File: src/rtl/spi_master.sv
// spi_master: single-byte SPI master with CPOL/CPHA, clamped sck divider and ssn lead/lag timing.
// Defining SPI_MASTER_IRQ_EN adds a sticky irq output with an irq_clr input.
module spi_master #(
    parameter int SSN_LEAD = 2,
    parameter int SSN_LAG  = 2
) (
    input  logic       clk,
    input  logic       rst_n,
    input  logic [7:0] data,
    input  logic [7:0] spcon,
    input  logic [7:0] spibr,
    input  logic       start,
    input  logic       miso,
    output logic       sck,
    output logic       mosi,
    output logic       ssn,
    output logic [7:0] rx_data,
    output logic       busy,
`ifdef SPI_MASTER_IRQ_EN
    input  logic       irq_clr,
    output logic       irq,
`endif
    output logic       done
);

    typedef enum logic [2:0] {
        IDLE = 3'd0,
        LEAD = 3'd1,
        XFER = 3'd2,
        LAG  = 3'd3,
        DONE = 3'd4
    } state_t;

    state_t      state_r;
    logic [15:0] tmr_r;
    logic [4:0]  ecnt_r;
    logic [7:0]  div_r;
    logic [7:0]  tx_r;
    logic [7:0]  rx_r;
    logic        cpol_r;
    logic        cpha_r;

    logic        tick_s;
    logic        samp_s;
    logic        drv_s;
    logic        last_s;
    logic [4:0]  edge_num_s;
    logic [7:0]  div_s;
    logic        unused_s;

    assign unused_s = ^{spcon[7:3], spcon[0]};

    // Edge timing decode: which sck edge fires this cycle and what it does.
    always_comb begin
        div_s      = (spibr < 8'd3) ? 8'd3 : spibr;
        edge_num_s = ecnt_r + 5'd1;
        if (((state_r == LEAD) || (state_r == XFER)) && (tmr_r == 16'd0)) begin
            tick_s = 1'b1;
        end else begin
            tick_s = 1'b0;
        end
        // odd edges sample when cpha=0, even edges sample when cpha=1
        samp_s = tick_s && (edge_num_s[0] != cpha_r);
        drv_s  = tick_s && (edge_num_s[0] == cpha_r) && (edge_num_s != 5'd16);
        last_s = tick_s && (edge_num_s == 5'd16);
    end

    // Transfer FSM with all outputs registered.
    always_ff @(posedge clk) begin
        if (!rst_n) begin
            state_r <= IDLE;
            tmr_r   <= 16'd0;
            ecnt_r  <= 5'd0;
            div_r   <= 8'd0;
            tx_r    <= 8'd0;
            rx_r    <= 8'd0;
            cpol_r  <= 1'b0;
            cpha_r  <= 1'b0;
            sck     <= 1'b0;
            mosi    <= 1'b0;
            ssn     <= 1'b1;
            busy    <= 1'b0;
            done    <= 1'b0;
            rx_data <= 8'h00;
`ifdef SPI_MASTER_IRQ_EN
            irq     <= 1'b0;
`endif
        end else begin
            done <= 1'b0;
            case (state_r)
                IDLE: begin
                    sck <= spcon[2];
                    if (start) begin
                        state_r <= LEAD;
                        busy    <= 1'b1;
                        ssn     <= 1'b0;
                        tx_r    <= data;
                        rx_r    <= 8'd0;
                        cpol_r  <= spcon[2];
                        cpha_r  <= spcon[1];
                        div_r   <= div_s;
                        tmr_r   <= 16'(SSN_LEAD - 1);
                        ecnt_r  <= 5'd0;
                        mosi    <= spcon[1] ? 1'b0 : data[7];
                    end else begin
                        state_r <= IDLE;
                    end
                end
                LEAD, XFER: begin
                    if (tick_s) begin
                        sck    <= ~sck;
                        ecnt_r <= edge_num_s;
                        if (samp_s) begin
                            rx_r <= {rx_r[6:0], miso};
                        end
                        if (drv_s) begin
                            // cpha=0 already shows bit 7, so it advances to the next bit
                            mosi <= cpha_r ? tx_r[7] : tx_r[6];
                            tx_r <= {tx_r[6:0], 1'b0};
                        end
                        if (last_s) begin
                            state_r <= LAG;
                            tmr_r   <= 16'(SSN_LAG - 1);
                        end else begin
                            state_r <= XFER;
                            tmr_r   <= {8'd0, div_r};
                        end
                    end else begin
                        tmr_r <= tmr_r - 16'd1;
                    end
                end
                LAG: begin
                    if (tmr_r == 16'd0) begin
                        state_r <= DONE;
                        ssn     <= 1'b1;
                        done    <= 1'b1;
                        rx_data <= rx_r;
                    end else begin
                        tmr_r <= tmr_r - 16'd1;
                    end
                end
                DONE: begin
                    state_r <= IDLE;
                    busy    <= 1'b0;
                end
                default: begin
                    state_r <= IDLE;
                    busy    <= 1'b0;
                    ssn     <= 1'b1;
                end
            endcase
`ifdef SPI_MASTER_IRQ_EN
            // set (entering or sitting in DONE) dominates clear
            if (((state_r == LAG) && (tmr_r == 16'd0)) || (state_r == DONE)) begin
                irq <= 1'b1;
            end else if (irq_clr) begin
                irq <= 1'b0;
            end else begin
                irq <= irq;
            end
`endif
        end
    end

endmodule
File: config.mk
export PLATFORM = sky130hd
export DESIGN_NAME = spi_master
export DESIGN_NICKNAME = d
export VERILOG_FILES = /design/src/rtl/spi_master.sv
export SDC_FILE = /design/constraint.sdc
export NUM_CORES = 1
export LEC_CHECK = 0
export BUFFER_PORTS_ARGS = -buffer_cell sky130_fd_sc_hd__buf_2
export CAP_MARGIN = 0
export CORE_ASPECT_RATIO = 1.5
export CORE_MARGIN = 1.5
export CORE_UTILIZATION = 35
export DETAILED_ROUTE_END_ITERATION = 16
export REMOVE_ABC_BUFFERS = 1
export SLEW_MARGIN = 5
export SYNTH_ARGS = -nofsm -noshare
export SYNTH_HDL_FRONTEND = slang
export SYNTH_SLANG_ARGS = --single-unit
File: constraint.sdc
create_clock -name clk -period 2.7 [get_ports clk]
set_clock_uncertainty 0.05 [all_clocks]
set_input_delay 0 -clock clk [delete_from_list [all_inputs] [get_ports clk]]
set_output_delay 0 -clock clk [all_outputs]
set_load 0.01 [all_outputs]
Yosys cells after proc, flatten, opt, wreduce, memory -nomap -nowiden

Cells that the tools add are included.
W data, S select, Z words.

Register bits after elaboration: 62
Input bits: 28
Output and inout port bits: 13
Word-level logic and storage cells: 94

$add $sub $neg: 2
$lt $le $gt $ge: 1
Equal/unequal tests: 14
Multiplexer cells: 37
Bitwise operators: 3
Reductions and logical operators: 24

Operators with widths:

| operator                | number |
|---|---|
| $mux W8                 | 8 |
| $mux W16                | 3 |
| $pmux W16 S3            | 1 |
| $pmux W8 S2             | 2 |
| $logic_not A16 Y1       | 1 |
| $sub A16 B1 Y16 const B | 1 |
| $mux W1                 | 13 |
| $ne A2 B2 Y1 const B    | 6 |
| $reduce_and A2 Y1       | 6 |
| $mux W5                 | 2 |
| $pmux W5 S2             | 1 |
| $pmux W3 S3             | 1 |
| $reduce_and A3 Y1       | 3 |
| $lt A8 B2 Y1 const B    | 1 |
| $reduce_and A4 Y1       | 2 |
| $eq A3 B2 Y1 const B    | 2 |
| $mux W3                 | 2 |
| $pmux W1 S2             | 3 |
| $reduce_or A3 Y1        | 2 |
| $add A5 B1 Y5 const B   | 1 |
| $eq A5 B5 Y1 const B    | 1 |
| $logic_and A1 B1 Y1     | 5 |
| $ne A5 B5 Y1 const B    | 1 |
| $eq A3 B1 Y1 const B    | 1 |
| other kinds (10)        | 12 |

Depth between registers and ports, before layout

Gate-level depths: netlist (run 1).

Depth after elaboration: 9
Depth in mapped cells: 9

Worst setup path before layout (run 1)

OpenSTA, ideal clock, no wires.

Path kind: register to register
From: register tmr_r[0]
To: register tmr_r[4]
Data arrival time: 2,332 ps
Data required time: 2,528 ps
Path slack: 196 ps
Cell stages (with the launch flop): 9
Path buffers: 2
Cell sequence: dfxtp_1 inv_1 ha_1 or4b_1 or4_4 buf_6 buf_6 a32o_1 a221o_1

Word-level cells in the longest chain between the ends: 7

RTL lines:

| item                                                    | RTL line | RTL |
|---|---|---|
| from (decl)                                             | 35       | `logic [15:0] tmr_r;` |
| from (signal assigned)                                  | 102      | `tmr_r <= 16'(SSN_LEAD - 1);` |
| from (signal assigned)                                  | 123      | `tmr_r <= 16'(SSN_LAG - 1);` |
| from (signal assigned)                                  | 126      | `tmr_r <= {8'd0, div_r};` |
| branches (longest 7 deep; another with $sub A16 B1 Y16) | -        |  |

Parallel ways; which one is timed is not known. The select of a mux whose other input is x is not followed.
A chain may end at the register's enable or synchronous reset.

Worst setup path in the final report (run 1)

Same ends and word-level chain as after synthesis.

==> results of run 1 <==
[critical path, stage by stage (launching register included)]
cell and delay (ns):
dfxtp_1 0.34, inv_2 0.08, ha_1 0.15, or4b_1 0.47
or4_4 0.62, buf_4 0.20, a32o_1 0.24, a221o_1 0.29
[stage by stage]
step,setup WS [ns],util [%]
6_report,0.144,45.4
5_1_grt,0.0304,45.4
4_1_cts,0.0280,44.9
3_5_place_dp,0.0457,39.8
3_3_place_gp,0.104,39.8
2_1_floorplan,0.175,-
[timing repair]
item,in CTS,in global routing
hold buffers,11,0
endpoints found under the hold margin,11,0
setup buffers,0,3
resized for setup,0,4
setup endpoints to repair,0,15
[area by class of cell]
class | count | share of cell area (%)
multi-input combinational | 255 | 44.1
timing repair buffer | 63 | 11.0
inverter | 3 | 0.297
tap | 107 | 3.53
clock inverter | 6 | 2.27
clock buffer | 10 | 6.03
sequential | 62 | 32.7
[cells in the final DEF, fill, tap and decap left out, types with 4 or more instances in the layout]
| cell | n |
|---|---|
| nand2b_1 | 7 |
| o2bb2ai_1 | 4 |
| ha_1 | 4 |
| mux2i_1 | 20 |
| nor2_1 | 31 |
| a21oi_1 | 29 |
| dlygate4sd3_1 | 11 |
| buf_4 | 17 |
| buf_2 | 34 |
| dfxtp_1 | 62 |
| xor2_1 | 6 |
| nand2_1 | 57 |
| o21ai_0 | 6 |
| nor3_1 | 7 |
| clkbuf_16 | 9 |
| or3_1 | 6 |
| a221o_1 | 5 |
| mux2_2 | 7 |
| nand3_1 | 8 |
| nor4_1 | 6 |
[kinds of logic (layout without fill, tap and decap cells)]
group           Yosys count  in the layout  share of synthesized area, %
simple gates            150            150                          26.2
compound gates           66             66                          15.8
flops                    62             62                          41.3
mux                      27             27                          9.28
buf+inv                  21             82                          3.45
xor+xnor                  8              8                          2.33
fa+ha+maj                 4              4                          1.66
[layer usage]
| layer | global-route usage, % | wire length, um | up-vias | part of all wire, % |
|---|---|---|---|---|
| met5 | 0 | 0 | - | 0 |
| met4 | 9.88 | 247 | 0 | 3.4 |
| met3 | 5.08 | 242 | 19 | 3.3 |
| met2 | 30.4 | 3850 | 41 | 53 |
| met1 | 18.6 | 2940 | 1247 | 40 |
| li1 | - | - | 1332 | - |
[flip-flops by register name (all words and copies together), names as in the netlist]
name / flops
done: 1
ssn: 1
cpha_r: 1
busy: 1
tmr_r: 16
rx_r: 8
sck: 1
div_r: 8
rx_data: 8
state_r: 3
mosi: 1
ecnt_r: 5
tx_r: 8
[power groups by stage]
stage / clock network [mW] / logic, mW / registers (mW)
floorplan: 0 / 1.65 / 1.31
global placement: 0 / 2.34 / 1.34
detailed placement: 0 / 2.38 / 1.35
CTS: 1.24 / 2.40 / 1.33
global route: 1.28 / 2.76 / 1.37
finish: 1.21 / 2.51 / 1.34
[path summary, 6_finish.rpt]
check	start	end	cells after the start
setup / recovery	tmr_r[0]$_SDFFE_PN0P_	tmr_r[4]$_SDFFE_PN0P_	7
hold / removal	data[5]	tx_r[5]$_SDFFE_PN0P_	4
setup reg to reg	tmr_r[0]$_SDFFE_PN0P_	tmr_r[4]$_SDFFE_PN0P_	7
hold reg to reg	rx_data[5]$_SDFFE_PN0P_	rx_data[5]$_SDFFE_PN0P_	2
==> flow_summary.ini, run 1 <==
[pwr]
switching_share_pct = 39.2
cellLeakagePower_nw = 1.56
power_switching_mw = 1.98
power_frac_comb_pct = 49.6
seqPwrFrac_pct = 26.4
power_density_nw_per_um2 = 1330
vdd_ir_drop_max_mv = 0.709
internal-power_mw = 3.08
power_mw = 5.06
clkPwrFrac_pct = 24.0

[final_layout]
stdcell_count = 506
drive_above_1_share_pct = 24.1
multi_input_area_sq_um = 1680
antenna_cells = 0
finish.instance_area_sq_um = 3800
layout.nets = 426
ff_latch_area_sq_um = 1240
area_delta_synth_final_pct = 26.3
fillers = 811

[logic_synthesis]
ys_types = 52
yosysMostFrequentCell = dfxtp_1
synthArstFlopShare_pct = 0
synth_ff_type = dfxtp_1
synth_top_area_share_pct = 41.3
ys_seq_area_share_pct = 41.3
synth-edff-count = 0
yosysWarnings = 0
syn_area_sq_um = 3010
synthCells = 338
synth_common_cells = dfxtp_1, nand2_1, nor2_1
synth_area_leaders = dfxtp_1, nand2_1, mux2i_1, a21oi_1, nor2_1
yosys.area.top_type = dfxtp_1
ys_ff_latch = 62
syn-mean-instance-area_sq_um = 8.90

[clock_tree]
clock_latency_ns = 0.33
cts_tree = yes
cts_htree_levels = 3
cts_sinks = 62
cts_inserted_buffers = 9
path_clk_slew_ns = 0.06
clockRootBuffer = clkbuf_16
clockBufferDepth = 2

[drt]
firstDrtPassIters = 4
final_antenna_net_count = 0
viasPerCell = 5.22
drt-total-wl_um = 7280
routedWlPerCell_um = 14.4
num_vias = 2639
first_iter_violations = 202
drcViolationCount = 0

[die]
die-area_sq_um = 9170
start_util_pct = 36.0
coreArea_sq_um = 8360
ioPinCount = 41
die_w_um = 78.7
die_y_um = 117
rows = 41

[global_route]
grt_pass1_vias = 2570
grt_pass1_wl_um = 12200
grt_max_degree = 31
track_usage_pct = 17.4
overflow = 0
antenna_found_initial = 0

[timing]
setup_viol = 0
slew_violations = 0
fin_hold_ws_ns = 0.00767
fin_setup_tns_ns = 0
fin_crit_ns = 2.56
fmax_mhz = 391
grt_setup_unrepaired = no
final_hold_viol_count = 0
worst_pin_slew_ns = 0.876
maxSlewHeadroom_pct = 41.0
timing.final.crit_share_pct = 94.7

[worst_setup_path]
start_kind = flop
cp_data_required_time_ns = 2.87
reg2reg_slack_ns = 0.14
worstSetupPathType = flop to flop
critPathCaptureType = flop
cp.arrival_ns = 2.72
crit_fanout = 8

[run]
max_cap_violations = 0

[place]
gp_congestion = 0.787
placed_area_sq_um = 3330
io_buffers = 34
placedCellCount = 476
dpl.hpwl_um = 5130

[hold_path]
hp-class = primary input to flop

[run_status]
status = completed
No activity file was read; power rests on OpenSTA's default activity.
==> run 2: changes to the inputs <==
CELL_PAD_IN_SITES_DETAIL_PLACEMENT = 0   (was not set)
CELL_PAD_IN_SITES_GLOBAL_PLACEMENT = 1   (was not set)
PLACE_DENSITY_LB_ADDON = 0.1   (was not set)
==> flow_summary.ini, run 2 (synthesis gave the netlist of run 1 again) <==
[run_status]
status = completed

[final_layout]
area_delta_synth_final_pct = 26.3
layout.nets = 430
drive_above_1_share_pct = 24.1
largest_reg_flops = 16
fillers = 852
mostFrequentLayoutCell = dfxtp_1
multi_input_area_sq_um = 1670
stdcell_count = 509
antenna_cells = 0
ff_latch_area_sq_um = 1240
final_cell_mix = dfxtp_1, nand2_1, buf_2, nor2_1, a21oi_1
largest-register = tmr_r

[pwr]
power_frac_comb_pct = 51.8
vdd_ir_drop_max_mv = 0.545
switching_share_pct = 39.6
power_switching_mw = 1.95
cellLeakagePower_nw = 1.57
clkPwrFrac_pct = 21.3
seqPwrFrac_pct = 26.9
internal-power_mw = 2.97
power_density_nw_per_um2 = 1300

[worst_setup_path]
rr_worst_depth = 9
r2r-end = tmr_r[5]$_SDFFE_PN0P_
worst_path_most_repeated_cell = buf_12
critPathCaptureType = flop
crit_fanout = 10
cp_data_required_time_ns = 2.92
reg2reg_from = tmr_r[0]$_SDFFE_PN0P_
setup.worst_path.start = tmr_r[0]$_SDFFE_PN0P_
cp_num_buf_inv = 3
cp.arrival_ns = 2.75
reg2reg_slack_ns = 0.17
worst_path_max_delay_cell = or4_4
timing.critical_path.depth = 9
crit_end = tmr_r[5]$_SDFFE_PN0P_
start_kind = flop
worstSetupPathType = flop to flop
cp_cell_sequence = inv_1, ha_1, or4b_4, or4_4, buf_12, o21ai_4, buf_12, o2bb2ai_1, a221o_1
critPathMaxStageDelay_ns = 0.59
crit_family = simple AND/OR/NAND/NOR gates

[timing]
worst_pin_slew_ns = 0.851
grt_setup_unrepaired = no
fin_crit_ns = 2.53
fmax_mhz = 395
maxSlewHeadroom_pct = 43.2
final_hold_viol_count = 0
slew_violations = 0
setup_viol = 0
fin_setup_tns_ns = 0
timing.final.crit_share_pct = 93.7
worst_slack_ns = 0.169

[drt]
drt-total-wl_um = 7370
routedWlPerCell_um = 14.5
drcViolationCount = 0
firstDrtPassIters = 4
num_vias = 2610
viasPerCell = 5.13
final_antenna_net_count = 0
first_iter_violations = 105

[clock_tree]
cts_sinks = 62
postCtsSetupBuffers = 0
clockRootBuffer = clkbuf_16
cts_inserted_buffers = 9
path_clk_slew_ns = 0.05
cts_tree = yes
clockBufferDepth = 2
cts_htree_levels = 3
clock_latency_ns = 0.33

[global_route]
grt_pass1_vias = 2570
met3_usage_pct = 2.81
overflow = 0
grt_util_met1_pct = 20.8
grt_busiest_layer = met2
met2_usage_pct = 30.6
track_usage_pct = 17.8
grt_max_degree = 24
grt_pass1_wl_um = 12400
antenna_found_initial = 0

[die]
rows = 41
die_y_um = 117
coreArea_sq_um = 8360
start_util_pct = 36.0
ioPinCount = 41
die-area_sq_um = 9170
die_w_um = 78.7

[hold_path]
hp-class = primary input to flop

[place]
dp_slack_ns = 0.101
gp_congestion = 0.760
dpl.hpwl_um = 5260
io_buffers = 34
placedCellCount = 483

[run]
max_cap_violations = 0
[run 2: power groups by stage]
stage | sequential, mW | clock [mW] | combinational (mW)
4_1_cts | 1.32 | 1.08 | 2.56
6_report | 1.33 | 1.05 | 2.55
2_1_floorplan | 1.31 | 0 | 1.65
5_1_grt | 1.36 | 1.12 | 2.79
3_5_place_dp | 1.34 | 0 | 2.54
3_3_place_gp | 1.34 | 0 | 2.51
[run 2: area by class of cell]
cell class | instances | share of cell area (%)
inverter | 3 | 0.297
tap | 107 | 3.53
clock inverter | 1 | 0.132
timing repair buffer | 67 | 12.4
sequential | 62 | 32.7
clock buffer | 14 | 6.95
multi-input combinational | 255 | 44.0
[run 2: layer usage]
layer	part of all wire, %	vias to the layer above
li1	-	1336
met1	46	1216
met2	49	46
met3	2.7	12
met4	2.3	0
met5	0	-
[run 2: metrics by stage]
step                      power [mW]  hold WS, ns  area [sq um]  utilization (%)
after floorplan                 2.96       0.0860          2910                -
after global placement          3.85        0.195          3410             40.8
after detailed placement        3.87        0.200          3410             40.8
after CTS                       4.97      0.00904          3790             45.3
after global routing            5.28       0.0212          3800             45.4
final                           4.92       0.0128          3800             45.4
[run 2: tightest hold or removal path: cells and delay by family]
family | cells | cell delay, ns
and+or+nand+nor | 1 | 0.05
muxes | 2 | 0.23
buffers and inverters | 1 | 0.07
[run 2: worst min-delay path by stage]
stage                         from                    end  slack [ns]  cells past startpoint
after global placement        miso   rx_r[0]$_SDFFE_PN0P_        0.19                      3
after CTS                  data[4]   tx_r[4]$_SDFFE_PN0P_       0.009                      4
after global routing       data[6]   tx_r[6]$_SDFFE_PN0P_        0.02                      4
after floorplan           spibr[2]  div_r[2]$_SDFFE_PN0P_        0.09                      2
after detailed placement      miso   rx_r[0]$_SDFFE_PN0P_        0.20                      3
final                      data[4]   tx_r[4]$_SDFFE_PN0P_        0.01                      4
[run 2: repair_timing]
action / 4_1_cts / 5_1_grt
gates resized for setup: 0 / 2
hold buffers: 11 / 0
endpoints found under the setup margin: 0 / 10
hold endpoints to repair: 11 / 0
